### src/rtl/cv32e40p_alu_ft_reconfig_ctrl.sv
// Reconfiguration controller for the fault-tolerant quad-ALU execute stage (ALU3 = spare).
// Optional spare warm-up phase is compiled in with `define CV32E40P_FT_SPARE_WARMUP_EN.
module cv32e40p_alu_ft_reconfig_ctrl #(
  parameter int unsigned SETTLE_CYCLES = 2
) (
  input  logic       clk,
  input  logic       rst_n,
  input  logic [3:0] faulty_i,
  input  logic       ex_ready_i,
  output logic [2:0] sel_mux_o,
  output logic [3:0] clock_en_o,
  output logic [3:0] retired_o,
  output logic       reconfig_busy_o,
  output logic       reconfig_done_o,
  output logic       degraded_o,
  output logic       fatal_o
);

  typedef enum logic [1:0] {StIdle, StWarmup, StWaitIdle} state_e;

  if (SETTLE_CYCLES < 1 || SETTLE_CYCLES > 15) begin : gen_settle_check
    $error("SETTLE_CYCLES must be in 1..15");
  end

  state_e     state_q, state_d;
  logic [2:0] sel_q, sel_d;
  logic [3:0] clk_en_q, clk_en_d;
  logic [3:0] retired_q, retired_d;
  logic [1:0] target_q, target_d;
  logic       busy_q, busy_d;
  logic       done_q, done_d;
  logic       degraded_q, degraded_d;
  logic       fatal_q, fatal_d;
`ifdef CV32E40P_FT_SPARE_WARMUP_EN
  localparam logic [3:0] SettleInit = 4'(SETTLE_CYCLES);
  logic [3:0] cnt_q, cnt_d;
`endif

  logic [3:0] voting, rel, excl, counted, tgt_mask, low_mask;
  logic [2:0] n_faulty;
  logic [1:0] lowest;
  logic       spare_avail, spare_fault, start_swap, pending, commit, abort;

  // ALU3 votes as soon as any mux bit routes the spare in.
  always_comb begin
    voting      = {~&sel_q, sel_q};
    rel         = faulty_i & voting;
    spare_avail = &sel_q & ~retired_q[3];
    spare_fault = spare_avail & faulty_i[3];
    lowest      = rel[0] ? 2'd0 : (rel[1] ? 2'd1 : 2'd2);
    pending     = (state_q != StIdle);
    start_swap  = (state_q == StIdle) & spare_avail & ~faulty_i[3] & (|rel[2:0]);
    tgt_mask    = 4'b0001 << target_q;
    low_mask    = 4'b0001 << lowest;
  end

  always_comb begin
    state_d   = state_q;
    sel_d     = sel_q;
    clk_en_d  = clk_en_q;
    retired_d = retired_q;
    target_d  = target_q;
    done_d    = 1'b0;
    commit    = 1'b0;
    abort     = 1'b0;
`ifdef CV32E40P_FT_SPARE_WARMUP_EN
    cnt_d     = cnt_q;
`endif
    case (state_q)
      StIdle: begin
        if (spare_fault) begin
          retired_d[3] = 1'b1;
          clk_en_d[3]  = 1'b0;
        end else if (start_swap) begin
          target_d = lowest;
`ifdef CV32E40P_FT_SPARE_WARMUP_EN
          clk_en_d[3] = 1'b1;
          cnt_d       = SettleInit;
          state_d     = StWarmup;
`else
          state_d     = StWaitIdle;
`endif
        end
      end
`ifdef CV32E40P_FT_SPARE_WARMUP_EN
      StWarmup: begin
        if (faulty_i[3]) begin
          abort = 1'b1;
        end else begin
          cnt_d = cnt_q - 4'd1;
          if (cnt_q <= 4'd1) state_d = StWaitIdle;
        end
      end
`endif
      StWaitIdle: begin
        if (faulty_i[3]) abort = 1'b1;
        else if (ex_ready_i) commit = 1'b1;
      end
      default: state_d = StIdle;
    endcase

    if (abort) begin
      state_d      = StIdle;
      clk_en_d[3]  = 1'b0;
      retired_d[3] = 1'b1;
    end
    // Mux and clock-gate change on the same edge so the voter never sees an unclocked ALU.
    if (commit) begin
      state_d   = StIdle;
      sel_d     = sel_q & ~tgt_mask[2:0];
      clk_en_d  = (clk_en_q & ~tgt_mask) | 4'b1000;
      retired_d = retired_q | tgt_mask;
      done_d    = 1'b1;
    end
    busy_d = (state_d != StIdle);
  end

  // The ALU being (or about to be) swapped out is not counted against the voter.
  always_comb begin
    excl       = pending ? tgt_mask : (start_swap ? low_mask : 4'b0000);
    counted    = rel & ~excl;
    n_faulty   = 3'(counted[0]) + 3'(counted[1]) + 3'(counted[2]) + 3'(counted[3]);
    fatal_d    = fatal_q | (n_faulty >= 3'd2);
    degraded_d = degraded_q | ((n_faulty == 3'd1) & ~pending & ~start_swap);
  end

  always_ff @(posedge clk or negedge rst_n) begin
    if (!rst_n) begin
      state_q    <= StIdle;
      sel_q      <= 3'b111;
      clk_en_q   <= 4'b0111;
      retired_q  <= 4'b0000;
      target_q   <= 2'd0;
      busy_q     <= 1'b0;
      done_q     <= 1'b0;
      degraded_q <= 1'b0;
      fatal_q    <= 1'b0;
`ifdef CV32E40P_FT_SPARE_WARMUP_EN
      cnt_q      <= 4'd0;
`endif
    end else begin
      state_q    <= state_d;
      sel_q      <= sel_d;
      clk_en_q   <= clk_en_d;
      retired_q  <= retired_d;
      target_q   <= target_d;
      busy_q     <= busy_d;
      done_q     <= done_d;
      degraded_q <= degraded_d;
      fatal_q    <= fatal_d;
`ifdef CV32E40P_FT_SPARE_WARMUP_EN
      cnt_q      <= cnt_d;
`endif
    end
  end

  assign sel_mux_o       = sel_q;
  assign clock_en_o      = clk_en_q;
  assign retired_o       = retired_q;
  assign reconfig_busy_o = busy_q;
  assign reconfig_done_o = done_q;
  assign degraded_o      = degraded_q;
  assign fatal_o         = fatal_q;

endmodule

### config.mk
export PLATFORM = sky130hd
export DESIGN_NAME = cv32e40p_alu_ft_reconfig_ctrl
export DESIGN_NICKNAME = d
export VERILOG_FILES = /design/src/rtl/cv32e40p_alu_ft_reconfig_ctrl.sv
export SDC_FILE = /design/constraint.sdc
export NUM_CORES = 1
export LEC_CHECK = 0
export CORE_MARGIN = 5
export CORE_UTILIZATION = 40
export CTS_BUF_LIST = sky130_fd_sc_hd__clkbuf_4
export DETAILED_ROUTE_END_ITERATION = 12
export PLACE_DENSITY_LB_ADDON = 0.15
export SYNTH_ARGS = -nofsm -noshare
export SYNTH_HDL_FRONTEND = slang
export SYNTH_SLANG_ARGS = --single-unit
### constraint.sdc
create_clock -name clk -period 2.7 [get_ports clk]
set_input_delay 0.27 -clock clk [delete_from_list [all_inputs] [get_ports clk]]
set_output_delay 0.27 -clock clk [all_outputs]
set_load 0.01 [all_outputs]
[After elaboration in Yosys (flattened, before gate mapping)]
Cells that the tools add are included.
Word-level totals
  register bits after elaboration: 19
  output and inout bits: 15
  word-level logic and storage cells: 74
Operators by class
  add/subtract/negate cells: 3
  magnitude comparators: 1
  eq/ne operators: 2
  shift-type cells: 2
  mux-type cells: 23
  bitwise logic cells: 22
  reduce and logical (&&, ||, !) cells: 10
Operator list (count)
  2-to-1 mux 4 bit: 4
  2-to-1 mux 1 bit: 12
  2-to-1 mux 2 bit: 6
  AND 4 bit: 2
  << shifter 1 x 2 -> 4 bit, first input constant: 2
  AND 1 bit: 7
  AND 3 bit: 2
  inverter 3 bit: 2
  AND reduction 3 bit: 2
  nonzero test 3 bit: 2
  inverter 1 bit: 5
  inverter 4 bit: 1
  bitwise OR 4 bit: 1
  case mux 2 bit (2 select lines): 1
  nonzero test 2 bit: 2
  adder 2 x 1 -> 3 bit: 1
  adder 3 x 1 -> 3 bit: 1
  equality test 3 x 1 -> 1 bit, second input constant: 1
  >= comparator 3 x 2 -> 1 bit, second input constant: 1
  OR reduction 3 bit: 1
  adder 1 x 1 -> 2 bit: 1
  equality test 2 bit, second input constant: 1
  zero test 2 bit: 1
  bitwise OR 1 bit: 2
  other kinds (2): 2

[Depth between registers and ports, before layout]
Gate-level depths: netlist (run 1).
  depth in word-level cells: 17
  mapped depth: 9

[Worst setup path before layout (run 1)]
Ideal clock, no wire load.
  path type: flip-flop to flip-flop
  from: reg sel_q[1] (netlist: sel_mux_o[1])
  to: reg degraded_q (netlist: degraded_o)
  library setup time: 0.120 ns
  arrival: 2.431 ns
  setup slack: 0.149 ns
  stages on the path, launching flop included: 10
  path buffers: 0
  period minus slack after synthesis: 2.551 ns
  cells stage by stage: dfstp_2 nand4b_1 nor3_1 a311oi_1 fa_1 ha_1 inv_1 ha_1 nor2_1 a41o_1
On the way
  longest elaborated chain between the ends: 16
  elaborated cells between the ends (all ways): 23
  classes of those cells: add/sub (3); eq/ne (1); shift (1); mux (4); bitwise (11); reduce/logical (3)
Ends and longest elaborated chain
  from (decl): line 26  | logic [2:0] sel_q, sel_d;
  from (signal assigned): line 143  | sel_q <= sel_d;
  AND reduction 3 bit: line 46, 48
  AND 1 bit: line 48  | spare_avail = &sel_q & ~retired_q[3];
  AND 1 bit (3 in series): line 52  | start_swap = (state_q == StIdle) & spare_avail & ~faulty_i[3] & (|rel[2:0]);
  2-to-1 mux 4 bit (2 in series): line 120  | excl = pending ? tgt_mask : (start_swap ? low_mask : 4'b0000);
  inverter 4 bit: line 121  | counted = rel & ~excl;
  AND 4 bit: line 121
  adder 1 x 1 -> 2 bit: line 122  | n_faulty = 3'(counted[0]) + 3'(counted[1]) + 3'(counted[2]) + 3'(counted[3]);
  adder 2 x 1 -> 3 bit: line 122
  adder 3 x 1 -> 3 bit: line 122
  equality test 3 x 1 -> 1 bit: line 124  | degraded_d = degraded_q | ((n_faulty == 3'd1) & ~pending & ~start_swap);
  AND 1 bit: line 124
  AND 1 bit (*): line 124
  bitwise OR 1 bit (*): line 124
  named net degraded_d: line 32  | logic degraded_q, degraded_d;
  to (signal assigned): line 149  | degraded_q <= degraded_d;
  to (decl): line 32
The timed path passes the listed nets; every way through them passes the cells marked *.
A chain may end at the register's enable or synchronous reset.

[Worst setup path in the final report (run 1)]
  from: reg sel_q[0] (netlist: sel_mux_o[0])
  to: reg degraded_q (netlist: degraded_o)
The elaborated chain is that of the path after synthesis.

==> run_results.csv, run 1 <==
group,metric,value,unit
pwr,seq_power_share,62.4,%
cts,cts_sink_count,19,
floorplan,die-area,3270,sq um
floorplan,coreArea,2170,sq um
critical_path,crit_path_frequent_cell,"ha_1",
timing,final-setup-viol-count,0,
logic_synthesis,synth_cells,78,
global_route,grt_pass1_vias,738,
timing,totalNegativeSetupSlack,0,ps
critical_path,critical_path.cell_chain,"nand4b_1, nor3_2, a311oi_1, fa_1, ha_1, inv_1, ha_1, nor2_1, a41o_1",
timing,max_slew_margin,43.3,%
cts,root_buffer_cell,"clkbuf_4",
floorplan,top_level_ports,22,
timing,final.min_clock_period,2530,ps
logic_synthesis,synthSimpleGateAreaFrac,22.3,%
global_route,grt_first_pass_wirelength,3.31,mm
floorplan,number_of_cell_rows,17,
timing,final_min_period_over_clock_period,93.7,%
logic_synthesis,synth-edff-count,0,
critical_path,timing.critical_path.depth,9,
drt,vias_after_detailed_routing,706,
floorplan,floorplan.die.width,57.2,um
logic_synthesis,primary_flip_flop_cell_chosen_by_synthesis_mapping,"dfrtp_1",
drt,routedWlPerCell,14.3,um
critical_path,cpLargestDelayFamily,"adder cells",
logic_synthesis,synthesis.area,891,sq um
global_route,grt_util_all_layers,13.1,%
floorplan,initial_standard_cell_utilization_of_the_core,41.1,%
cts,clk_transition_reported_paths,110,ps
drt,detail_route.iter0.violations,30,
critical_path,r2r.worst_path.cells,9,
logic_synthesis,syn_nets,89,
timing,tightest_pin_transition,848,ps
pwr,total_switching_power,0.104,mW
global_route,antenna_violations_before_repair,0,
logic_synthesis,postSynthRegisterBits,19,
timing,clock_skew,7.37,ps
critical_path,cp_slowest_cell,"dfstp_2",
logic_synthesis,synth_xor_area_share,0,%
critical_path,cp_max_fo,7,
logic_synthesis,synth_sequential_area_ratio,54.2,%
pwr,total_power,0.459,mW
logic_synthesis,post_synth_num_cell_types,35,
timing,report.final.slew_viol_count,0,
final_layout,drive_gt1_share,21.7,%
drt,drtAntennaViolNets,0,
pwr,irDropWorstVdd,0.000268,V
timing,clock.fmax,0.395,GHz
drt,drc,0,
cts,cts_htree_levels,1,
final_layout,num-fill-cells,213,
logic_synthesis,largest_family_of_logic_cells_by_synthesized_area,"simple AND/OR/NAND/NOR gates",
global_route,global_route.overflow_total,0,
pwr,swShare,22.8,%
pwr,static-leakage-power,0.518,nW
timing,hold_viol,0,
final_layout,layout_commonest_cell,"clkdlybuf4s50_1",
critical_path,path_buf_inv,1,
logic_synthesis,syn_avg_cell_area,11.4,sq um
pwr,power.combinational.fraction,6.0,%
cts,cts_tree,"built",
drt,route.final.wire_length,1.92,mm
critical_path,crit_end_category,"flip-flop",
critical_path,critPathMaxStageDelay,600,ps
timing,fin_hold_ws,441,ps
final_layout,finish.net_count,118,
cts,clock_insertion_delay_worst_skew,300,ps
cts,cts_inserted_buffers,3,
final_layout,antenna-diode-count,0,
pwr,clock_power_share,31.6,%
critical_path,startpoint_class,"flip-flop",
placed_design,numPortBuffers,21,
outcome,outcome,"finished, final reports clean",
critical_path,setup.worst_path.class,"reg -> reg",
global_route,largest_net_degree_at_the_start_of_global_routing,20,
critical_path,crit_arrival,2730,ps
hold_path,worst_hold_path_type,"in -> async",
critical_path,worst-endpoint-required,2900,ps
final_layout,layout-area-overhead-vs-synth,34.3,%
run,drv_cap,0,
final_layout,most-common-layout-cells,"clkdlybuf4s50_1 (21), dfrtp_1 (13), dfstp_2 (6)",
drt,firstDrtPassIters,4,
placed_design,hpwlAfterDp,1.48,mm
placed_design,gpl.final_weighted_congestion,0.881,
floorplan,die_h,57.2,um
logic_synthesis,synth_compound_area_share,12.1,%
logic_synthesis,synthMuxAreaShare,1.69,%
cts,max-clock-path-buffers,2,
cts,cts-hold-fix-buffers,0,
logic_synthesis,synth_adder_area_share,6.46,%
pwr,power_density,383,nW/um^2
logic_synthesis,synthesis.yosys.warnings,0,
timing,rsz0062_at_grt,"false",
drt,route.detailed.vias_per_inst,5.27,
logic_synthesis,asyncSetResetFlopFracSynth,100,%
pwr,internal_power,0.354,mW
==> area by class of cell <==
cell class              count  area [sq um]  area share (%)
well taps                  28          35.0            2.93
multi-input cells          53           388            32.4
clock buffers               3          22.5            1.88
flip-flops and latches     19           483            40.4
inverters                   4          15.0            1.26
clock inverters             1          5.00           0.418
repair buffers             26           248            20.7
==> cell families after synthesis <==
logic type	after synthesis
mux	1
fa+ha+maj	4
flops	19
simple gates	33
other cells	1
buf+inv	6
compound gates	14
==> per-layer routing <==
layer | GRT usage [%] | vias up | wire length (um)
met4 | 6.29 | 0 | 45
met3 | 3.17 | 4 | 86
li1 | - | 333 | -
met5 | 0 | - | 0
met2 | 20.9 | 26 | 917
met1 | 16.7 | 343 | 869
==> through the flow <==
step	setup WS, ps	utilization, %	instances	instance area [sq um]
2_1_floorplan	149	-	78	891
3_3_place_gp	183	53.6	130	1160
3_5_place_dp	133	53.6	130	1160
4_1_cts	107	54.9	134	1190
5_1_grt	54.6	55.1	134	1200
6_report	169	55.1	134	1200
==> worst paths after layout <==
kind,from,endpoint,slack [ps]
hold / removal,rst_n,retired_o[3]$_DFFE_PN0P_,440
setup reg to reg,sel_mux_o[0]$_DFFE_PN1P_,degraded_o$_DFF_PN0_,170
hold reg to reg,fatal_o$_DFF_PN0_,fatal_o$_DFF_PN0_,480
max in group asynchronous,rst_n,fatal_o$_DFF_PN0_,1730
min in group clk,fatal_o$_DFF_PN0_,fatal_o$_DFF_PN0_,480
setup / recovery,sel_mux_o[0]$_DFFE_PN1P_,degraded_o$_DFF_PN0_,170
==> flip-flops by register name, summed over array words and instances (netlist names) <==
name and flops:
target_q 2, clock_en_o 4, fatal_o 1, state_q 2, degraded_o 1, reconfig_busy_o 1
retired_o 4, reconfig_done_o 1, sel_mux_o 3
==> timing repair <==
| item | CTS | global route |
|---|---|---|
| setup endpoints to repair | 0 | 1 |
| resized for setup | 0 | 1 |
| buffers inserted | 0 | 0 |
==> synth_stat cells (2+ instances only) <==
cell / instances / area [sq um]
o311ai_0: 2 / 17.5
ha_1: 3 / 37.5
inv_1: 4 / 15.0
dfrtp_1: 13 / 325
a21oi_1: 2 / 10.0
nand3_1: 3 / 15.0
a31oi_1: 2 / 12.5
nor3_1: 3 / 15.0
and3_2: 2 / 15.0
nor2_1: 5 / 18.8
nand2b_1: 5 / 31.3
nand2_1: 2 / 7.51
and2_1: 5 / 31.3
dfstp_2: 6 / 158
==> power by group through the flow <==
stage | Clock [mW] | Combinational (mW) | Sequential [mW]
2_1_floorplan | 0 | 0.00678 | 0.292
3_3_place_gp | 0 | 0.0273 | 0.291
3_5_place_dp | 0 | 0.0275 | 0.291
4_1_cts | 0.154 | 0.0277 | 0.286
5_1_grt | 0.165 | 0.0306 | 0.286
6_report | 0.145 | 0.0274 | 0.286
==> worst reg2reg max path, stage by stage (launching register included) <==
cell,delay [ps]
dfstp_2,600
nand4b_1,170
nor3_2,270
a311oi_1,110
fa_1,550
ha_1,160
inv_1,50
ha_1,260
nor2_1,40
a41o_1,220
(Power assumes the default switching activity.)
==> run 2: changes to the inputs <==
--- a/config.mk
+++ b/config.mk
@@ -9,6 +9,7 @@
 export CORE_UTILIZATION = 40
 export CTS_BUF_LIST = sky130_fd_sc_hd__clkbuf_4
 export DETAILED_ROUTE_END_ITERATION = 12
+export HOLD_SLACK_MARGIN = 0.15
 export PLACE_DENSITY_LB_ADDON = 0.15
 export SYNTH_ARGS = -nofsm -noshare
 export SYNTH_HDL_FRONTEND = slang
==> results of run 2 <==
Same layout as run 1: the final DEF is identical, and so are final timing and power.
==> run 3: changes to the inputs <==
--- a/config.mk
+++ b/config.mk
@@ -10,7 +10,7 @@
 export CTS_BUF_LIST = sky130_fd_sc_hd__clkbuf_4
 export DETAILED_ROUTE_END_ITERATION = 12
 export HOLD_SLACK_MARGIN = 0.15
-export PLACE_DENSITY_LB_ADDON = 0.15
+export PLACE_DENSITY = 0.67
 export SYNTH_ARGS = -nofsm -noshare
 export SYNTH_HDL_FRONTEND = slang
 export SYNTH_SLANG_ARGS = --single-unit
==> run 3 against run 2 <==
  * Via count increased by 0.85%
  * Flip-flop and latch count unchanged
  * Combinational power increased by 1%
  * Highest routed layer unchanged
==> run_results.csv, run 3 (synthesis gave the netlist of run 1 again) <==
group,metric,value,unit
final_layout,postLayoutCellArea,1220,sq um
timing,report.final.slew_viol_count,0,
timing,rsz0062_at_grt,"false",
timing,tightest_pin_transition,803,ps
critical_path,ff2ff_setup_slack,210,ps
timing,clock.fmax,0.401,GHz
floorplan,floorplan.die.width,57.2,um
timing,fin_hold_ws,435,ps
floorplan,die-area,3270,sq um
critical_path,worst-endpoint-required,2890,ps
placed_design,hpwlAfterDp,1.41,mm
global_route,grt_first_pass_wirelength,3.27,mm
drt,firstDrtPassIters,4,
final_layout,num-fill-cells,208,
outcome,outcome,"finished, final reports clean",
pwr,power_density,372,nW/um^2
drt,vias_after_detailed_routing,712,
final_layout,antenna-diode-count,0,
final_layout,layout-area-overhead-vs-synth,36.7,%
global_route,grt_util_all_layers,12.6,%
global_route,largest_net_degree_at_the_start_of_global_routing,20,
run,drv_cap,0,
final_layout,layout_commonest_cell,"clkdlybuf4s50_1",
global_route,grt_pass1_vias,766,
final_layout,most-common-layout-cells,"clkdlybuf4s50_1 (21), dfrtp_1 (13), buf_4 (7)",
timing,final-setup-viol-count,0,
cts,cts_tree,"built",
critical_path,crit_arrival,2680,ps
drt,routedWlPerCell,13.4,um
critical_path,crit_end_category,"flip-flop",
critical_path,cp_max_fo,7,
cts,root_buffer_cell,"clkbuf_4",
drt,drtAntennaViolNets,0,
placed_design,place_worst_setup_slack,77.2,ps
placed_design,gpl.final_weighted_congestion,0.813,
cts,clk_transition_reported_paths,100,ps
floorplan,coreArea,2170,sq um
timing,totalNegativeSetupSlack,0,ps
global_route,antenna_violations_before_repair,0,
floorplan,initial_standard_cell_utilization_of_the_core,41.1,%
timing,final_min_period_over_clock_period,92.3,%
critical_path,worst_r2r_startpoint,"state_q[1]$_DFF_PN0_",
timing,hold_viol,0,
placed_design,numPortBuffers,21,
drt,route.final.wire_length,1.83,mm
final_layout,drive_gt1_share,23.1,%
timing,max_slew_margin,46.3,%
floorplan,number_of_cell_rows,17,
cts,cts_sink_count,19,
cts,cts_inserted_buffers,3,
critical_path,startpoint_class,"flip-flop",
final_layout,finish.net_count,120,
timing,clock_skew,0.822,ps
pwr,irDropWorstVdd,0.000375,V
drt,drc,0,
pwr,static-leakage-power,0.533,nW
drt,route.detailed.vias_per_inst,5.24,
floorplan,top_level_ports,22,
global_route,global_route.overflow_total,0,
timing,final.min_clock_period,2490,ps
timing,timing.final.ws_setup,209,ps
drt,detail_route.iter0.violations,22,
hold_path,worst_hold_path_type,"in -> async",
pwr,total_power,0.453,mW
critical_path,setup.worst_path.class,"reg -> reg",
cts,max-clock-path-buffers,2,
cts,clock_insertion_delay_worst_skew,290,ps
floorplan,die_h,57.2,um
cts,cts_htree_levels,1,
critical_path,timing.critical_path.from,"state_q[1]$_DFF_PN0_",
placed_design,placed_cell_area,1180,sq um
## run 3: changes by cell type in the layout (fill, tap and decap cells not counted)
cell / previous run / this run
buf_4: 5 / 7
nor3_2: 1 / 0
nor3_4: 0 / 1
## run 3: cell type report
type                            count  area, sq um  share of cell area [%]
Clock buffer                        3         22.5                    1.85
Sequential cell                    19          483                    39.7
Multi-Input combinational cell     53          394                    32.4
Timing Repair Buffer               28          263                    21.6
Tap cell                           28         35.0                    2.88
Inverter                            4         15.0                    1.23
Clock inverter                      1         5.00                   0.411
## run 3: path summary, 6_finish.rpt
kind	end	cells after the start
worst min register to register	retired_o[1]$_DFFE_PN0P_	1
max in group asynchronous	retired_o[0]$_DFFE_PN0P_	1
worst min-delay path	retired_o[1]$_DFFE_PN0P_	1
worst max register to register	degraded_o$_DFF_PN0_	9
min in group clk	retired_o[1]$_DFFE_PN0P_	1
worst max-delay path	degraded_o$_DFF_PN0_	9
## run 3: critical path, stage by stage (launching register included)
cell      delay (ps)
dfrtp_1          440
or2_2            340
nor3_4           210
a311oi_1         100
fa_1             570
ha_1             170
inv_1             50
ha_1             260
nor2_1            40
a41o_1           220
## run 3: per-layer routing
layer	track usage (%)	part of all wire, %	vias up
met4	6.95	1.8	0
li1	-	-	339
met2	19.9	46	31
met1	16.1	46	338
met3	2.71	6.3	4
met5	0	0	-
## run 3: through the flow
| step | cells | utilization (%) |
|---|---|---|
| 2_1_floorplan | 78 | - |
| 3_3_place_gp | 132 | 54.3 |
| 3_5_place_dp | 132 | 54.3 |
| 4_1_cts | 136 | 55.6 |
| 5_1_grt | 136 | 56.1 |
| 6_report | 136 | 56.1 |
## run 3: repair_timing
action,in CTS,in global routing
endpoints found under the setup margin,0,1
setup buffers,0,0
resized for setup,0,2
hold buffers,0,0
## run 3: report_power, final
group	switching, mW	total, mW	internal, mW
combinational	0.0147	0.0278	0.0131
sequential	0.000294	0.286	0.286
clock	0.0843	0.139	0.0551
